<file path="src/rtl/fifo_uart_tx.sv">
// fifo_uart_tx: drains 16-bit words from a show-ahead FIFO and sends each one
// as two 8N1-style UART frames, low byte first. All pacing lives here; the
// FIFO only ever sees a one-cycle pop strobe while this block is idle.
//
// Handshake with the FIFO (valid/ready style): fifo_empty=0 means fifo_rdata
// is a valid head word; fifo_ren is the ready/accept strobe. A word moves when
// both are true in the same cycle. fifo_rdata is captured on that edge, and
// fifo_ren is never raised outside IDLE or while rst is held, so the FIFO is
// never popped for a word that cannot be sent.
module fifo_uart_tx #(
    parameter int CLKS_PER_BIT = 16,
    parameter int STOP_BITS    = 1
) (
    input  logic        clk,
    input  logic        rst,
    input  logic [15:0] fifo_rdata,
    input  logic        fifo_empty,
    output logic        fifo_ren,
    output logic        tx,
    output logic        busy
);

    localparam int BW = (CLKS_PER_BIT > 1) ? $clog2(CLKS_PER_BIT) : 1;
    localparam logic [BW-1:0] BAUD_LAST = BW'(CLKS_PER_BIT - 1);
    // stop_cnt only needs to reach 1 because at most two stop bits are sent.
    localparam logic STOP_LAST = (STOP_BITS == 2);

    typedef enum logic [1:0] {
        IDLE  = 2'd0,
        START = 2'd1,
        DATA  = 2'd2,
        STOP  = 2'd3
    } state_t;

    state_t         state;
    logic [15:0]    word;
    logic           byte_sel;
    logic [2:0]     bit_idx;
    logic [BW-1:0]  baud_cnt;
    logic           stop_cnt;
    logic [2:0]     next_idx;
    logic           baud_end;

    // Pop strobe: only in IDLE, only when the FIFO has a word, never during reset.
    assign fifo_ren = (state == IDLE) & ~fifo_empty & ~rst;

    // Index of the data bit that follows the current one within a byte.
    assign next_idx = bit_idx + 3'd1;

    // Last cycle of the current serial bit.
    assign baud_end = (baud_cnt == BAUD_LAST);

    // Frame sequencer; tx and busy are registered alongside the state so they
    // change on the same edge as the state they describe.
    always_ff @(posedge clk or posedge rst) begin
        if (rst) begin
            state    <= IDLE;
            word     <= '0;
            byte_sel <= 1'b0;
            bit_idx  <= '0;
            baud_cnt <= '0;
            stop_cnt <= 1'b0;
            tx       <= 1'b1;
            busy     <= 1'b0;
        end else begin
            case (state)
                IDLE: begin
                    if (fifo_ren) begin
                        word     <= fifo_rdata;
                        byte_sel <= 1'b0;
                        bit_idx  <= '0;
                        baud_cnt <= '0;
                        stop_cnt <= 1'b0;
                        state    <= START;
                        tx       <= 1'b0;
                        busy     <= 1'b1;
                    end else begin
                        tx   <= 1'b1;
                        busy <= 1'b0;
                    end
                end

                START: begin
                    if (baud_end) begin
                        baud_cnt <= '0;
                        bit_idx  <= '0;
                        state    <= DATA;
                        tx       <= word[{byte_sel, 3'd0}];
                    end else begin
                        baud_cnt <= baud_cnt + 1'b1;
                    end
                end

                DATA: begin
                    if (baud_end) begin
                        baud_cnt <= '0;
                        if (bit_idx == 3'd7) begin
                            stop_cnt <= 1'b0;
                            state    <= STOP;
                            tx       <= 1'b1;
                        end else begin
                            bit_idx <= next_idx;
                            tx      <= word[{byte_sel, next_idx}];
                        end
                    end else begin
                        baud_cnt <= baud_cnt + 1'b1;
                    end
                end

                STOP: begin
                    if (baud_end) begin
                        baud_cnt <= '0;
                        if (stop_cnt == STOP_LAST) begin
                            stop_cnt <= 1'b0;
                            if (!byte_sel) begin
                                // Low byte done: send the high byte of the same word.
                                byte_sel <= 1'b1;
                                bit_idx  <= '0;
                                state    <= START;
                                tx       <= 1'b0;
                            end else begin
                                byte_sel <= 1'b0;
                                bit_idx  <= '0;
                                state    <= IDLE;
                                tx       <= 1'b1;
                                busy     <= 1'b0;
                            end
                        end else begin
                            stop_cnt <= stop_cnt + 1'b1;
                        end
                    end else begin
                        baud_cnt <= baud_cnt + 1'b1;
                    end
                end

                default: begin
                    state <= IDLE;
                    tx    <= 1'b1;
                    busy  <= 1'b0;
                end
            endcase
        end
    end

endmodule

</file>
<file path="config.mk">
export PLATFORM = sky130hd
export DESIGN_NAME = fifo_uart_tx
export DESIGN_NICKNAME = d
export VERILOG_FILES = /design/src/rtl/fifo_uart_tx.sv
export SDC_FILE = /design/constraint.sdc
export NUM_CORES = 1
export LEC_CHECK = 0
export ABC_CLOCK_PERIOD_IN_PS = 2600
export CORE_AREA = 10 10 65 67
export DETAILED_ROUTE_END_ITERATION = 10
export DIE_AREA = 0 0 75 77
export PLACE_DENSITY = 0.75
export SETUP_SLACK_MARGIN = 0.02
export SLEW_MARGIN = 20
export SYNTH_ARGS = -nofsm -noshare
export SYNTH_HDL_FRONTEND = slang
export SYNTH_SLANG_ARGS = --single-unit
</file>
<file path="constraint.sdc">
create_clock -name clk -period 2.6 [get_ports clk]
set_clock_uncertainty 0.05 [all_clocks]
set_input_delay 0.26 -clock clk [delete_from_list [all_inputs] [get_ports clk]]
set_output_delay 0.26 -clock clk [all_outputs]
set_load 0.1 [all_outputs]
</file>
==> run metrics <==
vias post-DR=between 1,000 and 1,500; # DRC=0; Setup Buffers After CTS=0; Cell Area, Synth=1500 um^2; HPWL after DPL=2.37 mm; Area after DPL=1750 um^2; Routed WL=3.04 mm; Die ar.=5780 um^2; Initial DRT Pass Iterations=3; Pwr Total=between 0.6 and 0.7 mW; largest net degree at the start of global routing=20; post-cts resize count=0; Worst-Margin Slew=0.428 ns; GR Overflow Total=0; sequential area share after synthesis=46.7%; Final Instance Area=roughly 1800 um^2; core area=2980 um^2; Gate power share=roughly 5.7%; net load switching power=0.135 mW; num rows=20; CP Launch Type=flip-flop; I/O Pins=22; GPL Wtd Cong=between 0.7 and 0.8; max cap viols=0; share of cells above drive strength 1=between 20% and 30%; Peak Freq=approximately 0.46 GHz; leakage power=0.784 nW; Yosys top cell area share=~45%; fin nets=177; initial antenna violation count=0; fillers=259; worst min path class=in2async; Net Count, Synth=154; Top FF cell, synth=dfrtp_1; post-cts hold buffer count=0; Post-DRT Antenna Nets=0; VDD IR max=0.333 mV; Worst-Skew Late Latency=0.32 ns; GRT Overall Usage=11.8%; setup_tns=0 ns; Die X=75 um; critical path capture point type=output port; WP data required=2.29 ns; WHS=about 0.25 ns; fin crit period=~2.2 ns; Clock power frac=approximately 28%; port bufs=21; Clock Pin Slew Worst Setup and Hold Paths=roughly 0.15 ns; Cell Int Power=0.520 mW; outcome=finished, final reports clean; Initial Util=50.5%; most common cell in the netlist=dfrtp_1; number of flops mapped to enable cells by yosys=0; Syn. warnings=0; FF+latch count, synth=28; WP data arrival=1.84 ns; Clock Root Buffer=clkbuf_4; post-synth cell types=34; ys async rst share=100%; Seq pwr share=66.5%; top cells by area, synth=dfrtp_1 45%, mux2_2 13%, ha_1 6.7%; ant diodes=0; Layout Area Growth over Synthesis=18.1%; CP max FO=19; fin. max-slew vios=0; Die Ht=77 um; Pwr Density=369 nW/um^2; Iteration-0 DRC Markers=40; crit path kind=reg2out; wire per inst=16.7 um; switch share=20.6%; Clock Path Buffers=2; unrepaired setup endpoints after global routing=no; Final Hold Vio Count=0; TritonCTS Buffers=3; final worst-path cycle share=82.8%; clk sink count=28; H-Tree Depth=1; via/cell ratio=just under 6; number of global-route vias before repair=1,203; final setup vio count=0; Synth area leader=dfrtp_1; global-route wire length before repair=5.49 mm; top cells by instance count after synthesis=27 x dfrtp_1, 18 x mux2_2, 9 x nand2_1, 8 x ha_1, 8 x o21ai_0; CTS tree=yes; Slew headroom=71.4%; Mean Syn Cell Area=11.8 um^2; cells after synthesis=127
worst max-delay path: stages (launching register included):
cell and delay (ns):
dfrtp_1 0.45, inv_1 0.16, ha_1 0.23, nor3b_2 0.17, buf_4 0.28, buf_12 0.21
state kept, by name, indices dropped and copies added, names as in the netlist:
register and flops:
byte_sel 1, bit_idx 3, state 2, tx 1, word 16, busy 1, baud_cnt 4
metal layers:
layer	wire (um)	track usage, %	up-vias
met5	0	0	-
met4	19	3.41	0
met3	193	5.15	2
met2	1570	20.0	18
met1	1260	12.7	532
li1	-	-	512
layout by cell type (no fill, tap or decap), types with 2 or more instances in the layout:
| master | netlist | routed |
|---|---|---|
| nand2_1 | 9 | 9 |
| ha_1 | 8 | 8 |
| a22o_1 | 5 | 5 |
| a21o_1 | 2 | 2 |
| mux4_2 | 3 | 3 |
| o21ai_0 | 8 | 8 |
| a22oi_1 | 2 | 2 |
| clkdlybuf4s50_1 | 0 | 18 |
| nor3_1 | 2 | 2 |
| buf_4 | 0 | 4 |
| mux2i_1 | 3 | 3 |
| mux2_2 | 18 | 18 |
| nand3_1 | 3 | 3 |
| nor2b_1 | 2 | 2 |
| dfrtp_1 | 27 | 27 |
| nor2_1 | 4 | 4 |
| a21oi_1 | 4 | 4 |
| inv_1 | 6 | 6 |
| clkbuf_4 | 0 | 3 |
worst paths after layout:
check | start | to | slack (ns) | cells after the start
setup reg to reg | state[0] | state[0] | 0.52 | 6
hold / removal | rst | busy | 0.25 | 2
setup / recovery | state[0] | fifo_ren | 0.45 | 5
min in group clk | word[10] | word[10] | 0.47 | 1
max in group asynchronous | rst | word[8] | 1.65 | 3
hold reg to reg | word[10] | word[10] | 0.47 | 1
power by group through the flow:
stage                     registers (mW)  clock network (mW)  logic, mW
after floorplan                    0.444                   0    0.00666
after global placement             0.444                   0     0.0376
after detailed placement           0.444                   0     0.0387
after CTS                          0.436               0.189     0.0386
after global routing               0.436               0.212     0.0418
final                              0.436               0.182     0.0377
metrics by stage:
step,utilization (%),cells,setup slack [ns]
2_1_floorplan,-,127,0.399
3_3_place_gp,58.7,178,0.631
3_5_place_dp,58.7,178,0.537
4_1_cts,59.6,182,0.423
5_1_grt,59.6,182,0.297
6_report,59.6,182,0.447
area by class of cell:
class | instances | area [um^2] | share of cell area, %
clock buffer | 4 | 26.3 | 1.48
timing repair buffer | 23 | 230 | 13.0
multi-input combinational | 88 | 753 | 42.4
sequential | 28 | 702 | 39.5
tap | 33 | 41.3 | 2.33
inverter | 6 | 22.5 | 1.27
cell families (layout without fill, tap and decap cells):
| kind of cell | count (synthesis) | after routing | synth area share, % |
|---|---|---|---|
| muxes | 24 | 24 | 20.0 |
| AOI/OAI and AO/OA | 29 | 29 | 13.8 |
| adders and majority gates | 8 | 8 | 6.66 |
| and+or+nand+nor | 27 | 27 | 9.32 |
| DFF | 28 | 28 | 46.7 |
| buffers and inverters | 11 | 33 | 3.58 |
Note: power is estimated with default switching activity, not from simulation.
